==> src/rtl/instr_loader.sv <==
// Boot-time RV32I instruction encoder and loader: encodes decoded field bundles,
// buffers them in a small FIFO and writes them to instruction memory from address 0.
module instr_loader #(
    parameter int AW    = 6,
    parameter int DEPTH = 4
) (
    input  logic          clk,
    input  logic          rst,
    input  logic          start,
    input  logic          in_valid,
    output logic          in_ready,
    input  logic          in_last,
    input  logic [2:0]    in_kind,
    input  logic [4:0]    in_rd,
    input  logic [4:0]    in_rs1,
    input  logic [4:0]    in_rs2,
    input  logic [2:0]    in_funct3,
    input  logic          in_funct75,
    input  logic [12:0]   in_imm,
    output logic          imem_we,
    input  logic          imem_ready,
    output logic [AW-1:0] imem_addr,
    output logic [31:0]   imem_wdata,
    output logic          cpu_hold,
    output logic          done,
    output logic          err,
    output logic [AW:0]   loaded
);

    localparam int PW = $clog2(DEPTH);

    localparam logic [1:0] S_IDLE  = 2'd0;
    localparam logic [1:0] S_LOAD  = 2'd1;
    localparam logic [1:0] S_DRAIN = 2'd2;

    localparam logic [2:0] K_LW  = 3'd0;
    localparam logic [2:0] K_SW  = 3'd1;
    localparam logic [2:0] K_R   = 3'd2;
    localparam logic [2:0] K_I   = 3'd3;
    localparam logic [2:0] K_BEQ = 3'd4;
    localparam logic [2:0] K_BNE = 3'd5;
    localparam logic [2:0] K_BLT = 3'd6;

    localparam logic [6:0] OP_LOAD   = 7'b0000011;
    localparam logic [6:0] OP_STORE  = 7'b0100011;
    localparam logic [6:0] OP_ALU    = 7'b0110011;
    localparam logic [6:0] OP_ALUI   = 7'b0010011;
    localparam logic [6:0] OP_BRANCH = 7'b1100011;

    logic [1:0]    state_q, state_d;
    logic [PW:0]   wr_ptr_q, wr_ptr_d;
    logic [PW:0]   rd_ptr_q, rd_ptr_d;
    logic [31:0]   fifo_q [DEPTH];
    logic [AW-1:0] addr_q, addr_d;
    logic [AW:0]   loaded_q, loaded_d;
    logic          err_q, err_d;
    logic          done_q, done_d;

    logic [31:0]   enc_word;
    logic          enc_legal;
    logic          enc_bad_off;
    logic [2:0]    br_f3;

    logic [PW:0]   count;
    logic [PW:0]   count_next;
    logic          full;
    logic          empty;
    logic          active;
    logic          cap_full;
    logic          accept;
    logic          push;
    logic          pop;
    logic          commit;

    // Branch offsets are halfword-aligned, so imm[0] is never encoded.
    always_comb begin
        enc_word    = '0;
        enc_legal   = 1'b1;
        enc_bad_off = 1'b0;
        if (in_kind == K_BEQ) begin
            br_f3 = 3'b000;
        end else if (in_kind == K_BNE) begin
            br_f3 = 3'b001;
        end else begin
            br_f3 = 3'b100;
        end
        case (in_kind)
            K_LW:  enc_word = {in_imm[11:0], in_rs1, 3'b010, in_rd, OP_LOAD};
            K_SW:  enc_word = {in_imm[11:5], in_rs2, in_rs1, 3'b010, in_imm[4:0], OP_STORE};
            K_R:   enc_word = {1'b0, in_funct75, 5'b00000, in_rs2, in_rs1, in_funct3, in_rd, OP_ALU};
            K_I:   enc_word = {in_imm[11:0], in_rs1, in_funct3, in_rd, OP_ALUI};
            K_BEQ, K_BNE, K_BLT: begin
                enc_word    = {in_imm[12], in_imm[10:5], in_rs2, in_rs1, br_f3,
                               in_imm[4:1], in_imm[11], OP_BRANCH};
                enc_bad_off = in_imm[0];
            end
            default: enc_legal = 1'b0;
        endcase
    end

    assign count    = wr_ptr_q - rd_ptr_q;
    assign full     = (count == (PW+1)'(DEPTH));
    assign empty    = (count == '0);
    assign active   = (state_q != S_IDLE);
    assign cap_full = loaded_q[AW];

    assign in_ready = (state_q == S_LOAD) && !full;
    assign accept   = in_valid && in_ready;
    assign push     = accept && enc_legal;
    assign imem_we  = active && !empty && !cap_full;
    assign commit   = imem_we && imem_ready;
    // Once memory is full, heads are discarded so the session can still finish.
    assign pop      = commit || (active && !empty && cap_full);

    assign count_next = count + (PW+1)'(push) - (PW+1)'(pop);

    always_comb begin
        state_d  = state_q;
        wr_ptr_d = wr_ptr_q + (PW+1)'(push);
        rd_ptr_d = rd_ptr_q + (PW+1)'(pop);
        addr_d   = addr_q;
        loaded_d = loaded_q;
        err_d    = err_q;
        done_d   = 1'b0;
        case (state_q)
            S_IDLE: begin
                if (start) begin
                    state_d  = S_LOAD;
                    addr_d   = '0;
                    loaded_d = '0;
                    err_d    = 1'b0;
                end
            end
            S_LOAD: begin
                if (accept && in_last) begin
                    state_d = S_DRAIN;
                end
            end
            S_DRAIN: begin
                if (count_next == '0) begin
                    state_d = S_IDLE;
                    done_d  = 1'b1;
                end
            end
            default: state_d = S_IDLE;
        endcase
        if (commit) begin
            loaded_d = loaded_q + (AW+1)'(1);
            if (addr_q != '1) begin
                addr_d = addr_q + AW'(1);
            end
        end
        if (accept && (!enc_legal || enc_bad_off)) begin
            err_d = 1'b1;
        end
        if (pop && cap_full) begin
            err_d = 1'b1;
        end
    end

    always_ff @(posedge clk) begin
        if (rst) begin
            state_q  <= S_IDLE;
            wr_ptr_q <= '0;
            rd_ptr_q <= '0;
            addr_q   <= '0;
            loaded_q <= '0;
            err_q    <= 1'b0;
            done_q   <= 1'b0;
        end else begin
            state_q  <= state_d;
            wr_ptr_q <= wr_ptr_d;
            rd_ptr_q <= rd_ptr_d;
            addr_q   <= addr_d;
            loaded_q <= loaded_d;
            err_q    <= err_d;
            done_q   <= done_d;
        end
    end

    always_ff @(posedge clk) begin
        if (push) begin
            fifo_q[wr_ptr_q[PW-1:0]] <= enc_word;
        end
    end

    assign imem_addr  = addr_q;
    assign imem_wdata = empty ? 32'h0 : fifo_q[rd_ptr_q[PW-1:0]];
    assign cpu_hold   = active;
    assign done       = done_q;
    assign err        = err_q;
    assign loaded     = loaded_q;

endmodule

==> config.mk <==
export PLATFORM = sky130hd
export DESIGN_NAME = instr_loader
export DESIGN_NICKNAME = d
export VERILOG_FILES = /design/src/rtl/instr_loader.sv
export SDC_FILE = /design/constraint.sdc
export NUM_CORES = 1
export LEC_CHECK = 0
export CORE_MARGIN = 10
export CORE_UTILIZATION = 58
export DETAILED_ROUTE_END_ITERATION = 8
export GPL_TIMING_DRIVEN = 1
export PLACE_DENSITY = 0.95
export SETUP_SLACK_MARGIN = 0.5
export SYNTH_ARGS = -nofsm -noshare
export SYNTH_HDL_FRONTEND = slang
export SYNTH_SLANG_ARGS = --single-unit
==> constraint.sdc <==
create_clock -name clk -period 7.6 [get_ports clk]
set_input_delay 1.52 -clock clk [delete_from_list [all_inputs] [get_ports clk]]
set_output_delay 1.52 -clock clk [all_outputs]
set_load 0.02 [all_outputs]
==> summary.md <==
| Metric | Value |
|---|---|
| Total number of vias | 4109 |
| Worst Hold Depth | 2 |
| Synth Area per Inst | 14.9 um^2 |
| Vias in the first global route | 4205 |
| Clk slew on worst S/H paths | 60 ps |
| Proportion of synthesized area in mux cells | 11.8% |
| Hold Crit Start | loaded[1] |
| Nets | 558 |
| Peak VDD IR | 219 uV |
| Final period util | 67.4% |
| CP Capture Type | primary output |
| Average wire per standard cell | 23.1 um |
| Crit Reg-Reg Endpoint | state_q[1] |
| YS warnings | 0 |
| Max-slew violations | 0 |
| Commonest non-fill, non-tap cells in the layout | 116 x edfxtp_1, 88 x clkdlybuf4s50_1, 37 x nor2b_1, 29 x mux4_2, 22 x dfxtp_1 |
| Die Height | 123 um |
| Largest family of logic cells by synthesized area | multiplexers |
| Core Footprint | 10300 um^2 |
| # setup viols final | 0 |
| Most common cell after layout, fill and taps aside | edfxtp_1 |
| Post-CTS Hold Buffers | 0 |
| EDFF count, synth | 116 |
| Worst slack, placed | 2580 ps |
| Detailed Place HPWL | 9.45 mm |
| CP arrival | 3610 ps |
| Setup ws final | 2470 ps |
| TritonRoute pass-1 iters | 6 |
| Total track usage | 20.9% |
| Synthesized area | 6150 um^2 |
| Worst path required time | 6080 ps |
| Crit Path Class | reg -> out |
| Pleak | 2.59 nW |
| 1st-iter DRT viols | 543 |
| Post-synth cell types | 45 |
| Syn Inst Count | 413 |
| Power per cell area | 244 nW/um^2 |
| Die area | 15100 um^2 |
| Status | completed |
| Rel. slew slack | 32.3% |
| Worst slew pin tran | 1010 ps |
| Inst Count DP | 623 |
| Post-CTS setup buffer count | 0 |
| CTS resizes | 0 |
| Post-Route Utilization | 75.2% |
| CP startpoint kind | flop |
| Critical Path Fanout Max | 31 |
| Pin count of the biggest net entering global routing | 32 |
| CTS sink count | 139 |
| Finished Layout Cells | 654 |
| Fraction of registers with async set or reset after synthesis | 0% |
| Flops & latches, synth | 139 |
| Area growth syn-to-layout | 26.2% |
| TritonCTS Buffers | 17 |
| Hold Path Class | reg -> reg |
| Fmax | 195 MHz |
| Via density | 6.28 |
| Filler cells | 591 |
| Die X | 123 um |
| Reg-to-reg startpoint | rd_ptr_q[0] |
| Register area share after synthesis | 64.1% |
| Reg-to-reg setup timing slack | 3660 ps |
| Antenna viol nets, final | 0 |
| RSZ-0062 raised after global routing | no |
| Total gr overflow | 0 |
| Adder-cell share of the synthesized area | 2.48% |
| Root Driver | clkbuf_8 |
| Number of port buffers | 88 |
| Number of cell rows | 37 |
| H-tree depth | 4 |
| Min Tclk post-route | 5130 ps |
| Final wirelength | 15.1 mm |
| Clock Path Buffers | 2 |
| DRC | 0 |
| # IOs | 91 |
| Post-Synth XOR/XNOR Area | 0.956% |
| Post-synthesis simple-gate area fraction | 11.0% |
| Worst Hold Endpoint | loaded[1] |
| Antenna violations before repair | 0 |
| Share of cells above drive strength 1 | 14.3% |
| Final Hold Viols | 0 |
| Clock skew | 9.83 ps |
| Max Cap Viol | 0 |
| Synth Area in Compound Gates | 6.92% |
| Primary FF master, synth | edfxtp_1 |
| Setup TNS | 0 ps |
| Initial Util | 59.6% |
| First-pass GRT wire length | 23.6 mm |
| CTS tree | done |
| Antenna diodes | 0 |
| Worst Reg2Reg Path Length in Cells | 15 |
| Skew-Pair Late Insertion Delay | 540 ps |
| Routability Congestion | 0.972 |
cells in the mapped netlist, types with 2 or more instances:
cell	number	area share [%]
nand4_1	2	0.20
mux4_2	29	11
inv_1	15	0.92
and3_1	4	0.41
dfxtp_1	23	7.5
nand4b_1	2	0.28
nor3b_1	4	0.49
ha_1	9	1.8
a31oi_1	3	0.31
nand2b_1	6	0.61
xnor2_1	4	0.57
nor2b_1	38	3.9
fa_1	2	0.65
nand3_1	8	0.65
nor3_1	8	0.65
and2_1	11	1.1
or3_1	3	0.31
clkbuf_1	15	0.92
nor2_1	18	1.1
buf_4	3	0.37
nand2_1	11	0.67
o21ai_0	14	1.1
edfxtp_1	116	57
buf_2	3	0.24
o211ai_1	5	0.61
mux2i_1	7	1.1
nand3b_1	3	0.37
a221oi_1	7	1.0
a22oi_1	6	0.73
a21oi_1	19	1.5
flip-flops by register name (all words and copies together) (netlist names):
signal	flops
wr_ptr_q	3
fifo_q	116
err	1
loaded	7
rd_ptr_q	3
done	1
state_q	2
imem_addr	6
kinds of logic (layout without fill, tap and decap cells):
| group | after synthesis | after routing |
|---|---|---|
| other | 1 | 2 |
| AOI/OAI and AO/OA | 63 | 63 |
| buffers and inverters | 38 | 142 |
| adders and majority gates | 11 | 11 |
| xor gates and xnor gates | 5 | 5 |
| DFF | 139 | 139 |
| muxes | 36 | 36 |
| and+or+nand+nor | 120 | 120 |
worst max-delay path by stage:
stage / to / slack (ps) / start
2_1_floorplan: fifo_q[0][10] / 3240 / in_kind[0]
3_3_place_gp: state_q[1] / 2810 / in_kind[2]
3_5_place_dp: state_q[1] / 2580 / in_kind[2]
4_1_cts: imem_wdata[24] / 2440 / rd_ptr_q[0]
5_1_grt: imem_wdata[24] / 2260 / rd_ptr_q[0]
6_report: imem_wdata[24] / 2470 / rd_ptr_q[0]
metal layers:
layer | vias to the layer above | wire [um] | track usage (%)
met3 | 37 | 1430 | 6.88
met1 | 2025 | 5580 | 25.3
li1 | 1776 | - | -
met5 | - | 0 | 0
met2 | 271 | 7700 | 34.1
met4 | 0 | 420 | 8.32
critical path: stages (launching register included):
cell and delay (ps):
dfxtp_2 310, buf_4 300, ha_1 280, fa_1 600, nand2_1 130, nor2b_2 320
buf_4 390, nor2b_1 140, clkdlybuf4s50_1 570
final cells by class:
| cell class | count | area [um^2] | area share [%] |
|---|---|---|---|
| flip-flops and latches | 139 | 3950 | 50.8 |
| multi-input cells | 237 | 2070 | 26.6 |
| repair buffers | 96 | 941 | 12.1 |
| clock buffers | 18 | 418 | 5.38 |
| well taps | 136 | 170 | 2.19 |
| clock inverters | 13 | 165 | 2.13 |
| inverters | 15 | 56.3 | 0.725 |
power by group:
group | leakage, nW | switching [mW] | internal (mW)
Sequential | 1.24 | 0.00490 | 0.843
Clock | 0.288 | 0.320 | 0.501
Combinational | 1.06 | 0.126 | 0.0954
Total | 2.59 | 0.451 | 1.44
per-stage QoR:
stage,power (mW),cell area (um^2),hold WS (ps)
finish,1.89,7760,516
global route,1.95,7760,534
CTS,1.90,7760,506
detailed placement,1.08,7180,498
global placement,1.07,7180,497
floorplan,0.983,6150,485
(Power assumes the default switching activity.)
